**src/rtl/fixedpointscaler_ctrl.sv**
```systemverilog
// Sequencer for the fixedpointscaler datapath. It feeds accepted MVP words and per-channel
// coefficients into the scaler, tracks its 3-cycle pipe and limits input with credits.
module fixedpointscaler_ctrl #(
  parameter int unsigned BA      = 27,
  parameter int unsigned BB      = 16,
  parameter int unsigned BC      = 27,
  parameter int unsigned NCH     = 16,
  parameter int unsigned LW      = 16,
  parameter int unsigned CREDITS = 4,
  localparam int unsigned CW     = $clog2(NCH),
  localparam int unsigned KW     = $clog2(CREDITS + 1)
) (
  input  logic          clk,
  input  logic          clr_n,
  input  logic          cfg_we,
  input  logic [CW-1:0] cfg_addr,
  input  logic [BB-1:0] cfg_scale,
  input  logic [BC-1:0] cfg_bias,
  input  logic [BA-1:0] cfg_offset,
  input  logic [CW:0]   cfg_nch,
  input  logic          start,
  input  logic [LW-1:0] job_len,
  input  logic          abort,
  input  logic          in_valid,
  output logic          in_ready,
  input  logic [BA-1:0] in_data,
  output logic          sc_clr,
  output logic [BA-1:0] sc_a,
  output logic [BA-1:0] sc_d,
  output logic [BB-1:0] sc_b,
  output logic [BC-1:0] sc_c,
  output logic          out_valid,
  output logic [CW-1:0] out_chan,
  input  logic          credit_return,
  output logic          busy,
  output logic          done
);

  localparam int unsigned NW  = CW + 1;
  localparam int unsigned PIPE = 3;

  typedef enum logic [1:0] {
    IDLE  = 2'd0,
    RUN   = 2'd1,
    DRAIN = 2'd2
  } state_e;

  state_e                    state_q, state_d;
  logic [LW-1:0]             rem_q, rem_d;
  logic [NW-1:0]             nch_q, nch_d;
  logic [CW-1:0]             chan_q, chan_d;
  logic [KW-1:0]             cred_q, cred_d;
  logic                      zl_q, zl_d;
  logic                      done_q, done_d;
  logic [PIPE-1:0]           vld_q;
  logic [PIPE-1:0][CW-1:0]   pch_q;

  logic [BA-1:0] off_mem   [NCH];
  logic [BB-1:0] scale_mem [NCH];
  logic [BC-1:0] bias_mem  [NCH];

  logic          acc;
  logic          chan_last;
  logic [CW-1:0] chan_in;

  assign in_ready  = (state_q == RUN) && (rem_q != '0) && (cred_q != '0) && !abort;
  assign acc       = in_valid && in_ready;
  assign chan_last = (NW'(chan_q) + NW'(1)) == nch_q;
  assign chan_in   = acc ? chan_q : '0;

  // Coefficient table; only software in IDLE may change it, never reset
  always_ff @(posedge clk) begin
    if (cfg_we && (state_q == IDLE)) begin
      off_mem[cfg_addr]   <= cfg_offset;
      scale_mem[cfg_addr] <= cfg_scale;
      bias_mem[cfg_addr]  <= cfg_bias;
    end
  end

  // Scaler operands are live only in the accept cycle
  always_comb begin
    sc_a = '0;
    sc_d = '0;
    sc_b = '0;
    sc_c = '0;
    if (acc) begin
      sc_a = in_data;
      sc_d = off_mem[chan_q];
      sc_b = scale_mem[chan_q];
      sc_c = bias_mem[chan_q];
    end
  end

  assign sc_clr = !clr_n || abort;

  // Next-state logic: sequencing, credit accounting and completion
  always_comb begin
    state_d = state_q;
    rem_d   = rem_q;
    nch_d   = nch_q;
    chan_d  = chan_q;
    cred_d  = cred_q;
    zl_d    = zl_q;
    done_d  = 1'b0;

    if (acc && !credit_return) begin
      cred_d = cred_q - KW'(1);
    end else if (!acc && credit_return && (cred_q != KW'(CREDITS))) begin
      cred_d = cred_q + KW'(1);
    end

    case (state_q)
      IDLE: begin
        if (start) begin
          rem_d  = job_len;
          nch_d  = (cfg_nch == '0) ? NW'(NCH) : cfg_nch;
          chan_d = '0;
          if (job_len == '0) begin
            state_d = DRAIN;
            zl_d    = 1'b1;
          end else begin
            state_d = RUN;
          end
        end
      end
      RUN: begin
        if (acc) begin
          rem_d  = rem_q - LW'(1);
          chan_d = chan_last ? '0 : chan_q + CW'(1);
          if (rem_q == LW'(1)) begin
            state_d = DRAIN;
          end
        end
      end
      DRAIN: begin
        // A zero-length job still reports done one cycle into DRAIN
        if (zl_q) begin
          zl_d   = 1'b0;
          done_d = 1'b1;
        end else begin
          done_d = vld_q[1] && !vld_q[0];
          if (!vld_q[0] && !vld_q[1]) begin
            state_d = IDLE;
          end
        end
      end
      default: state_d = IDLE;
    endcase

    if (abort) begin
      state_d = IDLE;
      zl_d    = 1'b0;
      done_d  = 1'b0;
    end
  end

  always_ff @(posedge clk or negedge clr_n) begin
    if (!clr_n) begin
      state_q <= IDLE;
      rem_q   <= '0;
      nch_q   <= '0;
      chan_q  <= '0;
      cred_q  <= KW'(CREDITS);
      zl_q    <= 1'b0;
      done_q  <= 1'b0;
      vld_q   <= '0;
      pch_q   <= '0;
    end else begin
      state_q <= state_d;
      rem_q   <= rem_d;
      nch_q   <= nch_d;
      chan_q  <= chan_d;
      cred_q  <= cred_d;
      zl_q    <= zl_d;
      done_q  <= done_d;
      if (abort) begin
        vld_q <= '0;
        pch_q <= '0;
      end else begin
        vld_q <= {vld_q[PIPE-2:0], acc};
        pch_q <= {pch_q[PIPE-2:0], chan_in};
      end
    end
  end

  assign out_valid = vld_q[PIPE-1];
  assign out_chan  = pch_q[PIPE-1];
  assign done      = done_q;
  assign busy      = (state_q != IDLE);

endmodule

```
**config.mk**
```make
export PLATFORM = sky130hd
export DESIGN_NAME = fixedpointscaler_ctrl
export DESIGN_NICKNAME = d
export VERILOG_FILES = /design/src/rtl/fixedpointscaler_ctrl.sv
export SDC_FILE = /design/constraint.sdc
export NUM_CORES = 1
export LEC_CHECK = 0
export BUFFER_PORTS_ARGS = -buffer_cell sky130_fd_sc_hd__clkbuf_2
export CELL_PAD_IN_SITES_DETAIL_PLACEMENT = 0
export CELL_PAD_IN_SITES_GLOBAL_PLACEMENT = 2
export CORE_ASPECT_RATIO = 2
export CORE_MARGIN = 3
export CORE_UTILIZATION = 50
export DETAILED_ROUTE_END_ITERATION = 10
export PLACE_DENSITY = 0.85
export SLEW_MARGIN = 20
export SYNTH_ARGS = -nofsm -noshare
export SYNTH_HDL_FRONTEND = slang
export SYNTH_SLANG_ARGS = --single-unit
```
**constraint.sdc**
```tcl
create_clock -name clk -period 12.15 [get_ports clk]
set_input_delay 2.43 -clock clk [delete_from_list [all_inputs] [get_ports clk]]
set_output_delay 2.43 -clock clk [all_outputs]
set_load 0.01 [all_outputs]
```
==> metrics.txt <==
outcome=complete, no violations; Synth top area share=about three quarters; Crit. Startpoint=abort; fraction of registers with async set or reset after synthesis=4.03%; dpl ws=~5.2 ns; vias=between 20,000 and 25,000; final instance area=0.0512 mm2; CP Capture Point=sc_b[14]; Unique masters post-synth=56; R2R Path Start=state_q[0]; cell row count=between 150 and 200; hold_buf cts=0; switching share of power=roughly 22%; Die W=~220 um; final clock period utilization by the worst path=approximately 55%; VDD IR max=about 140 uV; final core area utilization=57.1%; Seq pwr share=between 50% and 60%; Syn Std Cell Area=0.0453 mm2; relative slew slack=26.2%; Pwr Density=about 170 mW/mm2; vias in the first global route=22,200; Setup TNS Final=0 ns; starting DRC count in detailed routing=~2,200; Clk pwr share=between 30% and 40%; final hold slack=approximately 0.45 ns; worst endpoint data arrival time=between 4 and 5 ns; max-cap violations=0; drc violations=0; Detail Route Antenna Nets=0; Placed Instances=3,297; type of destination of the critical path=primary output; Final min period=roughly 6.7 ns; Critical Path RT=~9.7 ns; Hold Path Class=flip-flop to flip-flop; Seq cells post-synth=between 1,000 and 1,500; synth warn=0; dpl hpwl=between 50,000 and 60,000 um; CTS root buf=clkbuf_16; combinational power share=a little under a tenth; Power Internal=6.71 mW; Post-Syn Instances=just under 2,000; TritonCTS buffer count=97; CTS tree=yes; cell accounting for the most synthesized area=edfxtp_1; DP Area=0.0477 mm2; Final WS setup=~5.5 ns; Final Setup Violations=0; RSZ-0062 raised after global routing=no; r2r worst-path depth=5; Max Slew Vio Count=0; clock latency on the worst-skew pair=around 0.70 ns; Final Non-Filler Cells=about 3,500; post-CTS setup buffers=0; FF-to-FF setup slack=around 8.4 ns; Switch Pwr=roughly 1.9 mW; Starting Density=50.6%; top post-synthesis cells by area=edfxtp_1, mux4_2, dfrtp_1; WL per Instance=roughly 29 um; WL final=just over 100,000 um; clock buffer depth=3; global-route wire length before repair=roughly 150,000 um; Hold Violations, Final=0; core area=about 0.09 mm2; clk sinks=between 1,000 and 1,500; CP Class=input port to primary output; largest net degree at the start of global routing=roughly 180; area delta synth->final=12.9%; worst slew pin tran=around 1.1 ns; Final #Nets=~2,400; Total Routing Usage GR=between 20% and 30%; post-CTS sizing=0; full die area=0.0945 mm2; worst-path fanout max=64; r2r endpoint=bias_mem[4][22]; DR pass1 iterations=5; Lkg Pwr=16.2 nW; share of layout cells above drive strength 1=about a third; Placer Congestion=0.779; Ports=~240; H-tree depth=3; PortBufs=approximately 230; maximum clock rate=around 150 MHz; Clock Pin Slew Worst Setup and Hold Paths=0.07 ns; Overflow after GRT=0; chip height=between 400 and 500 um; initial antenna violation count=10; total power=8.57 mW; Vias/cell=~6; syn_area_per_cell=about 23 um2; post-synthesis sequential area ratio=roughly 77%; Syn Nets=~2,100; Startpoint Class=input port; leading register cell type out of synthesis=edfxtp_1; clock skew=~0.03 ns; Post-synth EDFFs=about 1,100
[kinds of logic after synthesis]
logic type | count (synthesis) | share of synthesized area [%]
mux | 354 | 17.5
simple gates | 233 | 2.94
flops | 1167 | 76.8
compound gates | 78 | 1.05
xor+xnor | 4 | 0.0773
fa+ha+maj | 4 | 0.127
buf+inv | 118 | 1.52
[worst max-delay path, cell delays in order]
cell      delay [ns]
clkbuf_2        0.23
nor3_2          0.34
o211ai_4        0.19
inv_4           0.36
buf_16          0.30
and2_1          0.19
clkbuf_2        0.13
[worst min-delay path by stage]
stage                  start     endpoint  slack [ns]  depth (start not counted)
floorplan           pch_q[4]  out_chan[0]        0.44                          1
global placement    pch_q[5]  out_chan[1]        0.45                          1
detailed placement  pch_q[1]     pch_q[5]        0.46                          1
CTS                 pch_q[7]  out_chan[3]        0.46                          1
global route        pch_q[1]     pch_q[5]        0.48                          1
finish              pch_q[7]  out_chan[3]        0.45                          1
[placed cells by master (no fill, tap or decap), drive strengths merged, types with 8 or more instances in the layout]
cell type  netlist  routed
nor2            45      45
o21ai           29      29
bufinv           0      16
nor3            14      14
dfrtp           46      46
mux4           350     350
and2           104     104
nand3            8       8
nor2b           13      13
inv             10      16
clkbuf          52     346
a21oi           23      23
buf             56      39
edfxtp        1120    1120
clkinv           0      41
nand2           17      17
[state kept, by name, summed over array words and instances (netlist names)]
| signal | flops |
|---|---|
| bias_mem | 432 |
| nch_q | 5 |
| vld_q | 3 |
| state_q | 2 |
| cred_q | 3 |
| scale_mem | 256 |
| chan_q | 4 |
| rem_q | 16 |
| done | 1 |
| zl_q | 1 |
| off_mem | 432 |
| pch_q | 8 |
| out_chan | 4 |
[cell type report]
class	instances	area [um2]
fillers	6473	38400
diodes	4	10.0
well taps	1177	1470
clock inverters	68	812
inverters	10	40.0
flip-flops and latches	1167	34800
clock buffers	112	2530
repair buffers	273	1550
multi-input cells	673	9950
[routing by layer]
metal	GRT usage, %	part of all wire, %
met1	27.9	38
met2	37.6	54
met3	3.92	6.1
met4	6.81	2.7
met5	0	0.043
[synth_stat cells (2+ instances only)]
library cell  number
o21a_1             2
nor3_2             2
buf_1             10
nand2_1           17
nor3b_1            2
clkbuf_1          52
o22ai_1            2
a31oi_1            3
a41oi_1            2
a21oi_1           23
o211ai_1           2
inv_1              9
ha_1               3
nor2b_1           13
and2_1           104
xor2_1             2
mux4_2           350
nor4_1             6
o21ai_0            4
o22a_1             2
nand2b_1           7
buf_2             13
nor3_1            12
nand4_1            3
buf_6             28
o31ai_1            2
nor2_1            44
edfxtp_1        1120
and3_1             5
nand4b_1           2
nand3_1            7
buf_4              5
or3_1              2
a211oi_1           2
dfrtp_1           46
xnor2_1            2
mux2_2             4
o21ai_1           25
a22oi_1            2
[power by group through the flow]
stage | registers (mW) | logic [mW] | clock network (mW)
2_1_floorplan | 4.59 | 0.607 | 0
3_3_place_gp | 4.61 | 0.765 | 0
3_5_place_dp | 4.62 | 0.786 | 0
4_1_cts | 4.53 | 0.790 | 3.33
5_1_grt | 4.54 | 0.843 | 3.47
6_report | 4.53 | 0.776 | 3.26
Note: power is estimated with default switching activity, not from simulation.
